**src/rtl/uart_rcv_param.sv**
```systemverilog
// Parameterised UART receiver: 2-flop synchronised line, mid-bit sampling,
// optional parity, 1 or 2 stop bits, single-word hold register with
// full/ack handshake, parity/frame error flags and sticky overrun.
module uart_rcv_param #(
  parameter int CLK_HZ    = 50000000,
  parameter int BAUD      = 10000,
  parameter int DATA_BITS = 8,
  parameter int PARITY    = 0,
  parameter int STOP_BITS = 1
) (
  input  logic                 clk,
  input  logic                 reset,
  input  logic                 serial_in,
  input  logic                 ack,
  output logic [DATA_BITS-1:0] parallel_out,
  output logic                 full,
  output logic                 parity_err,
  output logic                 frame_err,
  output logic                 overrun
);

  localparam int BIT_CLKS  = CLK_HZ / BAUD;
  localparam int HALF_CLKS = BIT_CLKS / 2;
  localparam int CNT_W     = $clog2(BIT_CLKS + 1);
  localparam int IDX_W     = 4;

  localparam logic [CNT_W-1:0] BIT_RELOAD  = CNT_W'(BIT_CLKS - 1);
  localparam logic [CNT_W-1:0] HALF_RELOAD = CNT_W'(HALF_CLKS - 1);
  localparam logic [CNT_W-1:0] CNT_ONE     = CNT_W'(1);
  localparam logic [IDX_W-1:0] LAST_DATA   = IDX_W'(DATA_BITS - 1);
  localparam logic [IDX_W-1:0] IDX_ONE     = IDX_W'(1);
  localparam logic             LAST_STOP   = (STOP_BITS == 2) ? 1'b1 : 1'b0;
  localparam logic             ODD_REQ     = (PARITY == 1) ? 1'b1 : 1'b0;

  typedef enum logic [2:0] {IDLE, START, DATA, PAR, STOP, BREAK} state_t;

  state_t               r_state;
  state_t               w_nextState;
  logic [CNT_W-1:0]     r_count;
  logic [CNT_W-1:0]     w_nextCount;
  logic                 r_sync1;
  logic                 r_sync2;
  logic [DATA_BITS-1:0] r_shift;
  logic [IDX_W-1:0]     r_bitIdx;
  logic                 r_stopIdx;
  logic                 r_frameBad;
  logic                 r_parBad;
  logic [DATA_BITS-1:0] r_data;
  logic                 r_full;
  logic                 r_parityErr;
  logic                 r_frameErr;
  logic                 r_overrun;

  logic w_serialS;
  logic w_tick;
  logic w_sampleData;
  logic w_samplePar;
  logic w_sampleStop;
  logic w_done;
  logic w_frameNow;
  logic w_parityMismatch;

  assign w_serialS        = r_sync2;
  assign w_tick           = (r_count == '0);
  assign w_frameNow       = r_frameBad | ~w_serialS;
  assign w_parityMismatch = ((^r_shift) ^ w_serialS) != ODD_REQ;

  assign parallel_out = r_data;
  assign full         = r_full;
  assign parity_err   = r_parityErr;
  assign frame_err    = r_frameErr;
  assign overrun      = r_overrun;

  // Bring the asynchronous line into the clock domain; idle level is high.
  always_ff @(posedge clk or posedge reset) begin
    if (reset) begin
      r_sync1 <= 1'b1;
      r_sync2 <= 1'b1;
    end else begin
      r_sync1 <= serial_in;
      r_sync2 <= r_sync1;
    end
  end

  // FSM state and bit-timing counter registers.
  always_ff @(posedge clk or posedge reset) begin
    if (reset) begin
      r_state <= IDLE;
      r_count <= '0;
    end else begin
      r_state <= w_nextState;
      r_count <= w_nextCount;
    end
  end

  // Next-state, counter reload and sampling strobes for each frame phase.
  always_comb begin
    w_nextState  = r_state;
    w_nextCount  = r_count;
    w_sampleData = 1'b0;
    w_samplePar  = 1'b0;
    w_sampleStop = 1'b0;
    w_done       = 1'b0;
    case (r_state)
      IDLE: begin
        if (!w_serialS) begin
          w_nextState = START;
          w_nextCount = HALF_RELOAD;
        end
      end
      START: begin
        if (w_tick) begin
          if (w_serialS) begin
            w_nextState = IDLE;
          end else begin
            w_nextState = DATA;
            w_nextCount = BIT_RELOAD;
          end
        end else begin
          w_nextCount = r_count - CNT_ONE;
        end
      end
      DATA: begin
        if (w_tick) begin
          w_sampleData = 1'b1;
          w_nextCount  = BIT_RELOAD;
          if (r_bitIdx == LAST_DATA) begin
            w_nextState = (PARITY != 0) ? PAR : STOP;
          end
        end else begin
          w_nextCount = r_count - CNT_ONE;
        end
      end
      PAR: begin
        if (w_tick) begin
          w_samplePar = 1'b1;
          w_nextCount = BIT_RELOAD;
          w_nextState = STOP;
        end else begin
          w_nextCount = r_count - CNT_ONE;
        end
      end
      STOP: begin
        if (w_tick) begin
          w_sampleStop = 1'b1;
          if (r_stopIdx == LAST_STOP) begin
            w_done      = 1'b1;
            w_nextState = w_frameNow ? BREAK : IDLE;
          end else begin
            w_nextCount = BIT_RELOAD;
          end
        end else begin
          w_nextCount = r_count - CNT_ONE;
        end
      end
      BREAK: begin
        if (w_serialS) begin
          w_nextState = IDLE;
        end
      end
      default: begin
        w_nextState = IDLE;
      end
    endcase
  end

  // Frame datapath: data shift register, bit/stop indices, error accumulation.
  always_ff @(posedge clk or posedge reset) begin
    if (reset) begin
      r_shift    <= '0;
      r_bitIdx   <= '0;
      r_stopIdx  <= 1'b0;
      r_frameBad <= 1'b0;
      r_parBad   <= 1'b0;
    end else begin
      if (w_sampleData) begin
        r_shift <= {w_serialS, r_shift[DATA_BITS-1:1]};
      end
      if (r_state == START) begin
        r_bitIdx <= '0;
        r_parBad <= 1'b0;
      end else begin
        if (w_sampleData) begin
          r_bitIdx <= r_bitIdx + IDX_ONE;
        end
        if (w_samplePar) begin
          r_parBad <= w_parityMismatch;
        end
      end
      if (r_state != STOP) begin
        r_stopIdx  <= 1'b0;
        r_frameBad <= 1'b0;
      end else if (w_sampleStop) begin
        r_stopIdx <= 1'b1;
        if (!w_serialS) begin
          r_frameBad <= 1'b1;
        end
      end
    end
  end

  // Hold register and handshake: load on completion when free or acked, else overrun.
  always_ff @(posedge clk or posedge reset) begin
    if (reset) begin
      r_data      <= '0;
      r_full      <= 1'b0;
      r_parityErr <= 1'b0;
      r_frameErr  <= 1'b0;
      r_overrun   <= 1'b0;
    end else begin
      if (w_done) begin
        if (!r_full || ack) begin
          r_data      <= r_shift;
          r_parityErr <= r_parBad;
          r_frameErr  <= w_frameNow;
          r_full      <= 1'b1;
        end else begin
          r_overrun <= 1'b1;
        end
      end else if (ack && r_full) begin
        r_full <= 1'b0;
      end
    end
  end

endmodule

```
**config.mk**
```make
export PLATFORM = sky130hd
export DESIGN_NAME = uart_rcv_param
export DESIGN_NICKNAME = d
export VERILOG_FILES = /design/src/rtl/uart_rcv_param.sv
export SDC_FILE = /design/constraint.sdc
export NUM_CORES = 1
export LEC_CHECK = 0
export CAP_MARGIN = 40
export CORE_UTILIZATION = 40
export DETAILED_ROUTE_END_ITERATION = 12
export PLACE_DENSITY = 0.54
export SLEW_MARGIN = 15
export SYNTH_ARGS = -nofsm -noshare
export SYNTH_HDL_FRONTEND = slang
export SYNTH_SLANG_ARGS = --single-unit
```
**constraint.sdc**
```tcl
create_clock -name clk -period 2.6 [get_ports clk]
set_input_delay 0.78 -clock clk [delete_from_list [all_inputs] [get_ports clk]]
set_output_delay 0.78 -clock clk [all_outputs]
set_load 0.01 [all_outputs]
```
==> out/results.ini <==
[outcome]
status=finished clean

[global_routing]
grt_pass1_wl_um=7420
track_usage=0.158
grt_max_degree=24
grt_pass1_vias=1520
antenna_found_initial=0
gr-total-overflow=0

[logic_synthesis]
synth_top_area_share=0.483
synth_seq_cells=45
synth_area_leaders=dfrtp_1, mux2_2, mux2_1, a21oi_1, nor2_1
synth.avg_cell_area_um2=10.7
synth_largest_area_cell=dfrtp_1
syn_inst=208
synth_edf_count=0
synth.distinct_cells=46
yosysSeqAreaShare=0.507
syn-num-nets=215
ys_warn_count=0
synth_top_flop_cell=dfrtp_1
async_reset_ff_frac=1.00
syn_area_um2=2230

[critical_path]
path_max_fanout=10
startpoint_type=flip-flop
crit_path_end_kind=flip-flop
crit-reg2reg-capture=r_shift[4]
max_stage_delay_ns=0.48
crit_family=simple AND/OR/NAND/NOR gates
worst-path-buf-inv=1
critPathSlowestCell=and4_1
cp.required_ns=2.79
worst-setup-path-type=reg2reg
arrival_ns=2.43
r2r-start=r_count[1]
worstPathCellList=inv_1 > ha_1 > nor3b_1 > and4_1 > nand2_2 > mux2_2
reg2reg_slack_ns=0.36
reg2reg_depth=6

[floorplan]
die_x_um=76.6
ios=16
core_um2=5240
die_h_um=76.6
start_util=0.425
die-area_um2=5870
rows=26

[detailed_routing]
final_antenna_net_count=0
vias_per_cell=5.22
vias=1562
drc=0
wl_per_cell_um=13.9
drt_iter0_drc=85
drt_wl_total_um=4170
first_pass_iters=4

[power_and_ir_drop]
switchingPower_mw=0.257
clkPwrFrac=0.418
cellLeakagePower_nw=1.17
seq_power_share=0.560
p_per_area_nw_per_um2=490
swShare=0.205
p_int_mw=1.00
pwr-share-comb=0.021
vdd_drop_max_mv=0.264

[place]
gp_congestion=0.824
hpwl_um=2950
dpl-instance-area_um2=2460
post-place-ws_ns=0.334
port_buffers=15

[clock_network]
cts_hold_buf=0
cts.sink_count=45
cts.htree.levels=2
clock_insertion_delay_worst_skew_ns=0.30
cts_resized=0
post_cts_buffers=0
cts-root-buf=clkbuf_8
clkTransAtPathRegs_ns=0.09
cts_tree=done
cts_made_buffers=5
clock_path_buffers=2

[finish]
fillers=487
multiInputGateArea_um2=1030
insertedDiodeCount=0
area_delta_synth_final_pct=15.3
design_area_um2=2570
regArea_um2=1130
nets=235
layout-drive-gt1-share=0.131

[timing]
final.setup.tns_ns=0
final-setup-viol-count=0
final_max_slew_viol_count=0
fin_ws_ns=0.360
max_freq_ghz=0.446
rsz0062_at_grt=false
min_period_ns=2.24
tightest_slew_ns=0.619
finalHoldViolCount=0
fin_skew_ns=0.00783
relSlewSlack=0.586
worst_hold_slack_ns=0.367
min_period_over_period=0.862

[job]
cap_viol_max_count=0

[worst_hold_path]
hold_end=r_sync2
hold_class=reg2reg
hp-start=r_sync1
holdPathStages=0

## metrics by stage
step                utilization  total power, mW  instances
finish                    0.490             1.26        299
global route              0.490             1.32        299
CTS                       0.490             1.27        299
detailed placement        0.469            0.747        291
global placement          0.469            0.746        291
floorplan                     -            0.734        208
## Yosys cell counts (2+ instances only)
| master | number |
|---|---|
| o21ai_0 | 6 |
| a22oi_1 | 2 |
| mux2_2 | 9 |
| xnor2_1 | 7 |
| o21ai_1 | 8 |
| a21oi_1 | 15 |
| a21o_1 | 4 |
| nor2_1 | 19 |
| nor2b_1 | 2 |
| o41ai_1 | 2 |
| dfstp_2 | 2 |
| and3_1 | 2 |
| o31ai_1 | 2 |
| nor4_1 | 2 |
| dfrtp_1 | 43 |
| nand2_1 | 13 |
| nor3b_1 | 3 |
| xor2_1 | 4 |
| or3_1 | 6 |
| mux2_1 | 8 |
| inv_1 | 9 |
| ha_1 | 3 |
| nand3_1 | 5 |
| nor3_1 | 5 |
| buf_2 | 3 |
| nand2b_1 | 4 |
## logic make-up after synthesis
family                     Yosys count  synth area share
buffers and inverters               15            0.0320
xor gates and xnor gates            12            0.0506
AOI/OAI and AO/OA                   46             0.131
and+or+nand+nor                     70             0.176
adders and majority gates            3            0.0169
muxes                               17            0.0860
DFF                                 45             0.507
## power groups by stage
stage               Combinational (mW)  Clock [mW]  Sequential (mW)
floorplan                       0.0180           0            0.716
global placement                0.0277           0            0.719
detailed placement              0.0286           0            0.719
CTS                             0.0286       0.541            0.705
global route                    0.0313       0.579            0.705
finish                          0.0270       0.526            0.705
## per-layer routing
metal | up-vias | part of all wire | global-route usage
li1 | 775 | - | -
met1 | 758 | 0.54 | 0.234
met2 | 25 | 0.42 | 0.226
met3 | 4 | 0.033 | 0.0383
met4 | 0 | 0.0048 | 0.0481
met5 | - | 0 | 0
## flip-flops by register name, summed over array words and instances, names as in the netlist
register and flops:
r_shift 8, r_sync1 1, overrun 1, r_sync2 1, r_bitIdx 4, r_stopIdx 1
r_count 13, parity_err 1, parallel_out 8, frame_err 1, r_state 3, r_frameBad 1
full 1, r_parBad 1
## cell usage in the layout (no fill, tap or decap), drive strengths merged, types with 3 or more instances in the layout
cell type / count
dfrtp: 43
nor4: 3
a21oi: 15
nor3b: 3
a21o: 4
nor3: 5
inv: 8
buf: 4
nand2: 14
o21ai: 15
mux2: 17
nor2: 20
clkbuf: 6
xnor2: 8
clkdlybuf4s50: 15
nand3: 5
xor2: 4
or3: 6
nand2b: 4
ha: 3
## cell type report
type | instances | area share
Clock inverter | 2 | 0.0151
Inverter | 9 | 0.0132
Multi-Input combinational cell | 148 | 0.400
Tap cell | 70 | 0.0341
Clock buffer | 6 | 0.0283
Timing Repair Buffer | 19 | 0.0701
Sequential cell | 45 | 0.439
## worst max-delay path by stage
stage	slack (ns)	cells after the start	from	to
after floorplan	0.64	7	r_count[0]	parallel_out[0]
after global placement	0.35	5	ack	parallel_out[5]
after detailed placement	0.33	5	ack	parallel_out[5]
after CTS	0.39	6	r_count[0]	r_shift[0]
after global routing	0.20	6	r_count[0]	r_shift[5]
final	0.36	6	r_count[1]	r_shift[4]
Note: power is estimated with default switching activity, not from simulation.
